`config.mk`:
```
export PLATFORM = sky130hd
export DESIGN_NAME = centroid_tracker_flat
export DESIGN_NICKNAME = d
export VERILOG_FILES = /design/src/rtl/centroid_tracker_if.sv /design/src/rtl/centroid_tracker.sv /design/src/flat_wrapper.sv
export SDC_FILE = /design/constraint.sdc
export NUM_CORES = 1
export LEC_CHECK = 0
export CORE_ASPECT_RATIO = 2
export CORE_MARGIN = 4
export CORE_UTILIZATION = 60
export CTS_CLUSTER_SIZE = 8
export DETAILED_ROUTE_END_ITERATION = 7
export GPL_TIMING_DRIVEN = 0
export PLACE_DENSITY = 0.91
export SLEW_MARGIN = 0
export SYNTH_ARGS = -nofsm -noshare
export SYNTH_HDL_FRONTEND = slang
export SYNTH_SLANG_ARGS = --single-unit
```
`constraint.sdc`:
```
create_clock -name clk -period 11.04 [get_ports clk]
set_input_delay 2.208 -clock clk [delete_from_list [all_inputs] [get_ports clk]]
set_output_delay 2.208 -clock clk [all_outputs]
set_load 0.02 [all_outputs]
```
`src/rtl/centroid_tracker_if.sv`:
```
// Result bus of the centroid tracker: one frame's centroid, count and
// bounding box, held under a valid/ready handshake.
interface centroid_tracker_if #(
   parameter int XW    = 8,
   parameter int YW    = 7,
   parameter int CNT_W = 15
) ();
   logic             result_valid;
   logic             result_ready;
   logic [XW-1:0]    target_x;
   logic [YW-1:0]    target_y;
   logic             target_valid;
   logic [CNT_W-1:0] pixel_count;
   logic [XW-1:0]    box_x_min;
   logic [XW-1:0]    box_x_max;
   logic [YW-1:0]    box_y_min;
   logic [YW-1:0]    box_y_max;

   // producer side (tracker)
   modport master (
      input  result_ready,
      output result_valid, target_x, target_y, target_valid, pixel_count,
             box_x_min, box_x_max, box_y_min, box_y_max
   );

   // consumer side (overlay / tracking logic)
   modport slave (
      output result_ready,
      input  result_valid, target_x, target_y, target_valid, pixel_count,
             box_x_min, box_x_max, box_y_min, box_y_max
   );
endinterface

```
`src/rtl/centroid_tracker.sv`:
```
// Frame-level motion centroid tracker. Accumulates coordinate sums, count and
// bounding box of motion pixels inside a latched ROI; at frame_end the totals
// are snapshotted and divided by a fixed-latency restoring divider while the
// next frame accumulates. The y dividend shares the x-sized divider, so YW is
// expected to be no wider than XW.
module centroid_tracker #(
   parameter int IMG_W = 160,
   parameter int IMG_H = 120,
   parameter int XW    = 8,
   parameter int YW    = 7,
   parameter int CNT_W = 15,
   parameter int ROUND = 1
) (
   input  logic             clk,
   input  logic             reset,
   input  logic             frame_start,
   input  logic             frame_end,
   input  logic             pixel_valid,
   input  logic             motion_pixel,
   input  logic [XW-1:0]    x_coord,
   input  logic [YW-1:0]    y_coord,
   input  logic [XW-1:0]    roi_x_min,
   input  logic [XW-1:0]    roi_x_max,
   input  logic [YW-1:0]    roi_y_min,
   input  logic [YW-1:0]    roi_y_max,
   input  logic [CNT_W-1:0] min_pixel_count,
   centroid_tracker_if.master res,
   output logic             busy,
   output logic             frame_dropped
);

   localparam int SXW     = XW + CNT_W;
   localparam int SYW     = YW + CNT_W;
   localparam int QW      = XW + CNT_W;
   localparam int DIV_CYC = QW;
   localparam int CW      = $clog2(DIV_CYC + 1);

   localparam logic [XW:0]   IMG_W_L = (XW+1)'(IMG_W);
   localparam logic [YW:0]   IMG_H_L = (YW+1)'(IMG_H);
   localparam logic [XW-1:0] X_LAST  = XW'(IMG_W - 1);
   localparam logic [YW-1:0] Y_LAST  = YW'(IMG_H - 1);

   typedef enum logic [1:0] {IDLE, LOAD, DIV, DONE} state_t;

   // ---------------- accumulation ----------------
   logic [XW-1:0]    rx0_q, rx1_q;
   logic [YW-1:0]    ry0_q, ry1_q;
   logic [XW-1:0]    rx0_e, rx1_e;
   logic [YW-1:0]    ry0_e, ry1_e;
   logic [SXW-1:0]   sx_q, sx_d;
   logic [SYW-1:0]   sy_q, sy_d;
   logic [CNT_W-1:0] cnt_q, cnt_d;
   logic [XW-1:0]    bx0_q, bx0_d, bx1_q, bx1_d;
   logic [YW-1:0]    by0_q, by0_d, by1_q, by1_d;
   logic             hit;

   // A pixel arriving with frame_start belongs to the new frame, so it is
   // qualified against the ROI being latched, not the old one.
   always_comb begin
      rx0_e = frame_start ? roi_x_min : rx0_q;
      rx1_e = frame_start ? roi_x_max : rx1_q;
      ry0_e = frame_start ? roi_y_min : ry0_q;
      ry1_e = frame_start ? roi_y_max : ry1_q;
      hit   = pixel_valid && motion_pixel &&
              (x_coord >= rx0_e) && (x_coord <= rx1_e) &&
              (y_coord >= ry0_e) && (y_coord <= ry1_e) &&
              ({1'b0, x_coord} < IMG_W_L) && ({1'b0, y_coord} < IMG_H_L);
   end

   // Next accumulator state: clear on frame_start, then fold in a hit.
   always_comb begin
      sx_d  = frame_start ? '0 : sx_q;
      sy_d  = frame_start ? '0 : sy_q;
      cnt_d = frame_start ? '0 : cnt_q;
      bx0_d = frame_start ? '1 : bx0_q;
      bx1_d = frame_start ? '0 : bx1_q;
      by0_d = frame_start ? '1 : by0_q;
      by1_d = frame_start ? '0 : by1_q;
      if (hit) begin
         sx_d  = sx_d + SXW'(x_coord);
         sy_d  = sy_d + SYW'(y_coord);
         cnt_d = cnt_d + 1'b1;
         if (x_coord < bx0_d) bx0_d = x_coord;
         if (x_coord > bx1_d) bx1_d = x_coord;
         if (y_coord < by0_d) by0_d = y_coord;
         if (y_coord > by1_d) by1_d = y_coord;
      end
   end

   // Accumulator and ROI registers; ROI defaults to the full image.
   always_ff @(posedge clk) begin
      if (!reset) begin
         rx0_q <= '0;
         rx1_q <= X_LAST;
         ry0_q <= '0;
         ry1_q <= Y_LAST;
         sx_q  <= '0;
         sy_q  <= '0;
         cnt_q <= '0;
         bx0_q <= '1;
         bx1_q <= '0;
         by0_q <= '1;
         by1_q <= '0;
      end else begin
         if (frame_start) begin
            rx0_q <= roi_x_min;
            rx1_q <= roi_x_max;
            ry0_q <= roi_y_min;
            ry1_q <= roi_y_max;
         end
         sx_q  <= sx_d;
         sy_q  <= sy_d;
         cnt_q <= cnt_d;
         bx0_q <= bx0_d;
         bx1_q <= bx1_d;
         by0_q <= by0_d;
         by1_q <= by1_d;
      end
   end

   // ---------------- snapshot / divider / result ----------------
   state_t           state_q;
   logic [SXW-1:0]   ssx_q;
   logic [SYW-1:0]   ssy_q;
   logic [CNT_W-1:0] scnt_q, sthr_q;
   logic [XW-1:0]    sbx0_q, sbx1_q;
   logic [YW-1:0]    sby0_q, sby1_q;
   logic [QW-1:0]    qx_q, qy_q;
   logic [CNT_W-1:0] rx_q, ry_q, dvs_q;
   logic [CW-1:0]    cyc_q;
   logic             rv_q, tv_q, busy_q, drop_q;
   logic [XW-1:0]    tx_q, obx0_q, obx1_q;
   logic [YW-1:0]    ty_q, oby0_q, oby1_q;
   logic [CNT_W-1:0] pc_q;

   logic             fe_acc;
   logic [CNT_W-1:0] dvs_ld, half_ld;
   logic [QW-1:0]    dx_ld, dy_ld;
   logic [CNT_W+QW-1:0] stx, sty;

   // One restoring step: shift the next dividend bit into the remainder and
   // subtract the divisor when it fits. The remainder stays below the divisor.
   function automatic logic [CNT_W+QW-1:0] div_step(
      input logic [CNT_W-1:0] r,
      input logic [QW-1:0]    q,
      input logic [CNT_W-1:0] d
   );
      logic [CNT_W:0] rs;
      logic [QW-1:0]  qn;
      rs = {r, q[QW-1]};
      qn = {q[QW-2:0], 1'b0};
      if (rs >= {1'b0, d}) begin
         rs    = rs - {1'b0, d};
         qn[0] = 1'b1;
      end
      return {rs[CNT_W-1:0], qn};
   endfunction

   // Divider operands and next step; an empty frame divides by one.
   always_comb begin
      fe_acc  = frame_end && (state_q == IDLE || state_q == DONE);
      dvs_ld  = (scnt_q == '0) ? CNT_W'(1) : scnt_q;
      half_ld = (ROUND != 0) ? (dvs_ld >> 1) : '0;
      dx_ld   = QW'(ssx_q) + QW'(half_ld);
      dy_ld   = QW'(ssy_q) + QW'(half_ld);
      stx     = div_step(rx_q, qx_q, dvs_q);
      sty     = div_step(ry_q, qy_q, dvs_q);
   end

   // Control FSM with registered outputs: snapshot, divide, publish, handshake.
   always_ff @(posedge clk) begin
      if (!reset) begin
         state_q <= IDLE;
         ssx_q   <= '0;
         ssy_q   <= '0;
         scnt_q  <= '0;
         sthr_q  <= '0;
         sbx0_q  <= '0;
         sbx1_q  <= '0;
         sby0_q  <= '0;
         sby1_q  <= '0;
         qx_q    <= '0;
         qy_q    <= '0;
         rx_q    <= '0;
         ry_q    <= '0;
         dvs_q   <= '0;
         cyc_q   <= '0;
         rv_q    <= 1'b0;
         tv_q    <= 1'b0;
         busy_q  <= 1'b0;
         drop_q  <= 1'b0;
         tx_q    <= '0;
         ty_q    <= '0;
         pc_q    <= '0;
         obx0_q  <= '0;
         obx1_q  <= '0;
         oby0_q  <= '0;
         oby1_q  <= '0;
      end else begin
         drop_q <= 1'b0;
         if (rv_q && res.result_ready) rv_q <= 1'b0;
         // The snapshot includes a pixel arriving together with frame_end.
         if (fe_acc) begin
            ssx_q  <= sx_d;
            ssy_q  <= sy_d;
            scnt_q <= cnt_d;
            sthr_q <= min_pixel_count;
            sbx0_q <= bx0_d;
            sbx1_q <= bx1_d;
            sby0_q <= by0_d;
            sby1_q <= by1_d;
         end
         if (frame_end && !fe_acc) drop_q <= 1'b1;
         case (state_q)
            IDLE: begin
               if (frame_end) begin
                  state_q <= LOAD;
                  busy_q  <= 1'b1;
               end
            end
            LOAD: begin
               qx_q    <= dx_ld;
               qy_q    <= dy_ld;
               rx_q    <= '0;
               ry_q    <= '0;
               dvs_q   <= dvs_ld;
               cyc_q   <= '0;
               state_q <= DIV;
            end
            DIV: begin
               {rx_q, qx_q} <= stx;
               {ry_q, qy_q} <= sty;
               cyc_q        <= cyc_q + 1'b1;
               if (cyc_q == CW'(DIV_CYC - 1)) begin
                  state_q <= DONE;
                  busy_q  <= 1'b0;
               end
            end
            DONE: begin
               tx_q   <= qx_q[XW-1:0];
               ty_q   <= qy_q[YW-1:0];
               pc_q   <= scnt_q;
               tv_q   <= (scnt_q != '0) && (scnt_q >= sthr_q);
               obx0_q <= (scnt_q == '0) ? '0 : sbx0_q;
               obx1_q <= (scnt_q == '0) ? '0 : sbx1_q;
               oby0_q <= (scnt_q == '0) ? '0 : sby0_q;
               oby1_q <= (scnt_q == '0) ? '0 : sby1_q;
               rv_q   <= 1'b1;
               if (rv_q && !res.result_ready) drop_q <= 1'b1;
               // A frame_end landing on DONE starts the next division directly.
               if (frame_end) begin
                  state_q <= LOAD;
                  busy_q  <= 1'b1;
               end else begin
                  state_q <= IDLE;
               end
            end
            default: state_q <= IDLE;
         endcase
      end
   end

   assign res.result_valid = rv_q;
   assign res.target_x     = tx_q;
   assign res.target_y     = ty_q;
   assign res.target_valid = tv_q;
   assign res.pixel_count  = pc_q;
   assign res.box_x_min    = obx0_q;
   assign res.box_x_max    = obx1_q;
   assign res.box_y_min    = oby0_q;
   assign res.box_y_max    = oby1_q;
   assign busy             = busy_q;
   assign frame_dropped    = drop_q;

endmodule

```
`src/flat_wrapper.sv`:
```
// flat-port wrapper written by rule: the top's interface ports become plain ports
module centroid_tracker_flat 
#(
   parameter int IMG_W = 160,
   parameter int IMG_H = 120,
   parameter int XW    = 8,
   parameter int YW    = 7,
   parameter int CNT_W = 15,
   parameter int ROUND = 1
)
  (clk, reset, frame_start, frame_end, pixel_valid, motion_pixel, x_coord, y_coord, roi_x_min, roi_x_max, roi_y_min, roi_y_max, min_pixel_count, busy, frame_dropped, res_result_ready, res_result_valid, res_target_x, res_target_y, res_target_valid, res_pixel_count, res_box_x_min, res_box_x_max, res_box_y_min, res_box_y_max);
  centroid_tracker_if #(.XW(XW), .YW(YW), .CNT_W(CNT_W)) res_i ();
  input  logic clk;
  input  logic reset;
  input  logic frame_start;
  input  logic frame_end;
  input  logic pixel_valid;
  input  logic motion_pixel;
  input  logic [XW-1:0] x_coord;
  input  logic [YW-1:0] y_coord;
  input  logic [XW-1:0] roi_x_min;
  input  logic [XW-1:0] roi_x_max;
  input  logic [YW-1:0] roi_y_min;
  input  logic [YW-1:0] roi_y_max;
  input  logic [CNT_W-1:0] min_pixel_count;
  output logic busy;
  output logic frame_dropped;
  input wire logic [$bits(res_i.result_ready)-1:0] res_result_ready;
  output wire logic [$bits(res_i.result_valid)-1:0] res_result_valid;
  output wire logic [$bits(res_i.target_x)-1:0] res_target_x;
  output wire logic [$bits(res_i.target_y)-1:0] res_target_y;
  output wire logic [$bits(res_i.target_valid)-1:0] res_target_valid;
  output wire logic [$bits(res_i.pixel_count)-1:0] res_pixel_count;
  output wire logic [$bits(res_i.box_x_min)-1:0] res_box_x_min;
  output wire logic [$bits(res_i.box_x_max)-1:0] res_box_x_max;
  output wire logic [$bits(res_i.box_y_min)-1:0] res_box_y_min;
  output wire logic [$bits(res_i.box_y_max)-1:0] res_box_y_max;
  assign res_i.result_ready = res_result_ready;
  assign res_result_valid = res_i.result_valid;
  assign res_target_x = res_i.target_x;
  assign res_target_y = res_i.target_y;
  assign res_target_valid = res_i.target_valid;
  assign res_pixel_count = res_i.pixel_count;
  assign res_box_x_min = res_i.box_x_min;
  assign res_box_x_max = res_i.box_x_max;
  assign res_box_y_min = res_i.box_y_min;
  assign res_box_y_max = res_i.box_y_max;
  centroid_tracker #(.IMG_W(IMG_W), .IMG_H(IMG_H), .XW(XW), .YW(YW), .CNT_W(CNT_W), .ROUND(ROUND)) u_core (.clk(clk), .reset(reset), .frame_start(frame_start), .frame_end(frame_end), .pixel_valid(pixel_valid), .motion_pixel(motion_pixel), .x_coord(x_coord), .y_coord(y_coord), .roi_x_min(roi_x_min), .roi_x_max(roi_x_max), .roi_y_min(roi_y_min), .roi_y_max(roi_y_max), .min_pixel_count(min_pixel_count), .res(res_i), .busy(busy), .frame_dropped(frame_dropped));
endmodule
```
==> impl_metrics.py <==
metrics = {
    "grt": {
        "antenna_found_initial": 0,
        "grt_overflow_total": 0,
        "grt_pass1_wl_um": 108400,
        "grt_usage": 0.3636,
        "grt_pass1_vias": 20650,
        "grt_max_degree": 16,
    },
    "clock_tree": {
        "clkSinkCount": 387,
        "postCtsSetupBuffers": 0,
        "worstSkewPairLatency_ns": 0.60,
        "h-tree-depth": 2,
        "ctsResizeCount": 0,
        "clk_pin_slew_ns": 0.05,
        "clock-root-buffer": "clkbuf_16",
        "cts_buffers": 54,
        "hold_buffers": 0,
        "clk_path_buf_depth": 3,
        "cts_tree": "done",
    },
    "critical_path": {
        "r2r_start": "u_core.rx0_q[0]",
        "critPathTopFamily": "buffers and inverters",
        "worstPathCellList": "clkdlybuf4s50_1, clkbuf_1, clkbuf_1, clkbuf_1, buf_2, mux2i_1, ha_1, a21o_1, a21oi_1, a21oi_1, a22oi_2, nand2_1, clkbuf_1, a21oi_1, a21oi_1",
        "worstRegToRegCells": 11,
        "end_kind": "flip-flop",
        "cp.depth": 15,
        "cp-startpoint": "frame_start",
        "crit_end": "u_core.ssy_q[2]",
        "crit_path_start_kind": "input port",
        "crit_buf_inv": 6,
        "slowest_stage": "clkdlybuf4s50_1",
        "crit_required_ns": 11.48,
        "reg2reg_to": "u_core.ssy_q[2]",
        "path_class": "in2reg",
        "rrSetupSlack_ns": 7.35,
        "worstPathArrival_ns": 8.23,
        "path_max_fanout": 10,
        "critPathMaxStageDelay_ns": 0.81,
    },
    "sta": {
        "setup_viol": 0,
        "maxSlewViolCount": 0,
        "hold_violations": 0,
        "worst_pin_slew_ns": 1.029,
        "fin_crit_ns": 7.791,
        "finalCritPeriodShare": 0.7057,
        "fin_setup_tns_ns": 0,
        "fin_skew_ns": 0.03065,
        "rsz0062_at_grt": "no",
        "max_slew_margin": 0.3140,
        "max_freq_ghz": 0.1283,
    },
    "route": {
        "drtPass1Iterations": 6,
        "drc": 0,
        "postRouteAntennaNets": 0,
        "post_drt_wl_per_cell_um": 23.24,
        "vias": 19630,
        "drt_iter0_drc": 1604,
        "drt-vias-per-instance": 6.443,
        "drt_wl_total_um": 70780,
    },
    "pwr": {
        "ir_drop_mv": 0.1678,
        "powerDensity_mw_per_mm2": 210.6,
        "p_leak_nw": 9.291,
    },
    "synth": {
        "async_flop_share": 0,
        "synth-edff-count": 0,
        "synth_nets": 2648,
        "synth-warning-count": 0,
        "syn-cell-area_mm2": 0.02051,
        "yosysMostFrequentCell": "dfxtp_1",
        "synth_cell_types": 77,
        "ys_top_cells_by_count": "dfxtp_1 (387), nor2_1 (237), o21ai_0 (187), nand2_1 (179), a21oi_1 (162)",
        "ys_seq_area_frac": 0.3777,
        "synth_ff_type": "dfxtp_1",
        "synth-seq-cells": 387,
        "synth_area_leaders": "dfxtp_1 (38%), ha_1 (9.4%), mux2i_1 (5.9%)",
        "syn_inst": 2421,
        "syn_area_per_cell_um2": 8.473,
        "yosysTopAreaCell": "dfxtp_1",
        "netlist.area_leader.share": 0.3777,
    },
    "floorplanning": {
        "die_w_um": 138.7,
        "dieHeight_um": 269.5,
        "io_pins": 131,
        "core_area_mm2": 0.03364,
        "row_count": 95,
        "die_area_mm2": 0.03739,
        "initial_core_util": 0.6098,
    },
    "job": {
        "maxCapViolations": 0,
    },
    "status": {
        "status": "finished clean",
    },
    "layout": {
        "finalInstanceArea_mm2": 0.02378,
        "drive_gt1_frac": 0.04561,
        "fin_nets": 2834,
        "area_growth_pct": 15.91,
    },
    "place": {
        "port_buffers": 130,
        "place_area_mm2": 0.02236,
        "place_hpwl_um": 53060,
        "place.gp.congestion": 1.010,
    },
    "min_path": {
        "hold_start": "u_core.sthr_q[4]",
        "min_path_type": "reg2reg",
    },
}
-- registers in the layout, summed over array words and instances (netlist names), 15 cells and up --
register / cells
u_core.qx_q: 23
u_core.qy_q: 23
u_core.ssx_q: 23
u_core.sx_q: 23
u_core.ssy_q: 22
u_core.sy_q: 22
u_core.cnt_q: 15
u_core.dvs_q: 15
u_core.res.pixel_count: 15
u_core.rx_q: 15
u_core.ry_q: 15
u_core.scnt_q: 15
u_core.sthr_q: 15
-- area by class of cell --
class                      count  area [um^2]
buffer                       154        631.9
tap                          436        545.5
inverter                      85        319.1
sequential                   387         7747
timing repair buffer         130         1301
clock buffer                  54         1351
antenna                        1        2.502
clock inverter                 4        63.81
multi-input combinational   1795        11810
fill                        2498         9862
-- power breakdown --
part	total, W	internal, W	switching (W)
Sequential	0.00172	0.00156	0.000153
Combinational	0.00181	0.000662	0.00115
Clock	0.00148	0.000861	0.000618
-- metal layers --
layer	GRT usage	wire, um	part of all wire
met5	0	0	0
met4	0.3644	8515	0.12
met3	0.07004	4760	0.067
met2	0.6464	35110	0.50
met1	0.3336	22390	0.32
-- metrics by stage --
step | std cells | power, W | hold WS (ns) | util | worst slack, ns
after floorplan | 2421 | 0.002907 | 0.4257 | - | 5.419
after detailed placement | 2987 | 0.003475 | 0.4481 | 0.6647 | 2.815
after global routing | 3045 | 0.005195 | 0.4747 | 0.7068 | 3.020
final | 3046 | 0.005008 | 0.4565 | 0.7068 | 3.249
after global placement | 2987 | 0.003413 | 0.4385 | 0.6647 | 2.963
after CTS | 3045 | 0.004946 | 0.4547 | 0.7068 | 3.381
-- worst min path at each step --
stage / to / cells after the start
2_1_floorplan: u_core.rx_q[14] / 2
3_3_place_gp: u_core.rx_q[14] / 2
3_5_place_dp: u_core.sthr_q[8] / 2
4_1_cts: u_core.sthr_q[4] / 2
5_1_grt: u_core.sthr_q[3] / 2
6_report: u_core.sthr_q[4] / 2
-- cells by family after synthesis --
kind of cell | synth area share
XOR/XNOR | 0.04270
adder cells (fa/ha/maj) | 0.09979
flip-flops | 0.3777
AND/OR/NAND/NOR | 0.2030
buffers and inverters | 0.04636
multiplexers | 0.06948
AO/OA/AOI/OAI | 0.1610
-- cells in the final DEF, fill, tap and decap left out, drive strengths merged, types with 32 or more instances in the layout --
master / count
a21oi: 163
ha: 154
clkdlybuf4s50: 130
nand3: 94
a21o: 32
nor2: 238
mux2i: 121
nand2: 179
xor2: 53
xnor2: 47
nand4: 57
nand2b: 71
nor2b: 45
o21ai: 205
clkbuf: 180
dfxtp: 387
nor3: 38
inv: 87
-- worst reg2reg max path, cell delays in order (launching register included) --
cell      delay (ns)
dfxtp_1         0.30
mux2_2          0.27
ha_1            0.27
nand2b_1        0.10
a21o_1          0.11
a21oi_1         0.09
o211a_1         0.30
a22oi_2         0.76
nand2_1         0.48
clkbuf_1        0.39
a21oi_1         0.38
a21oi_1         0.11
No activity file was read; power rests on OpenSTA's default activity.
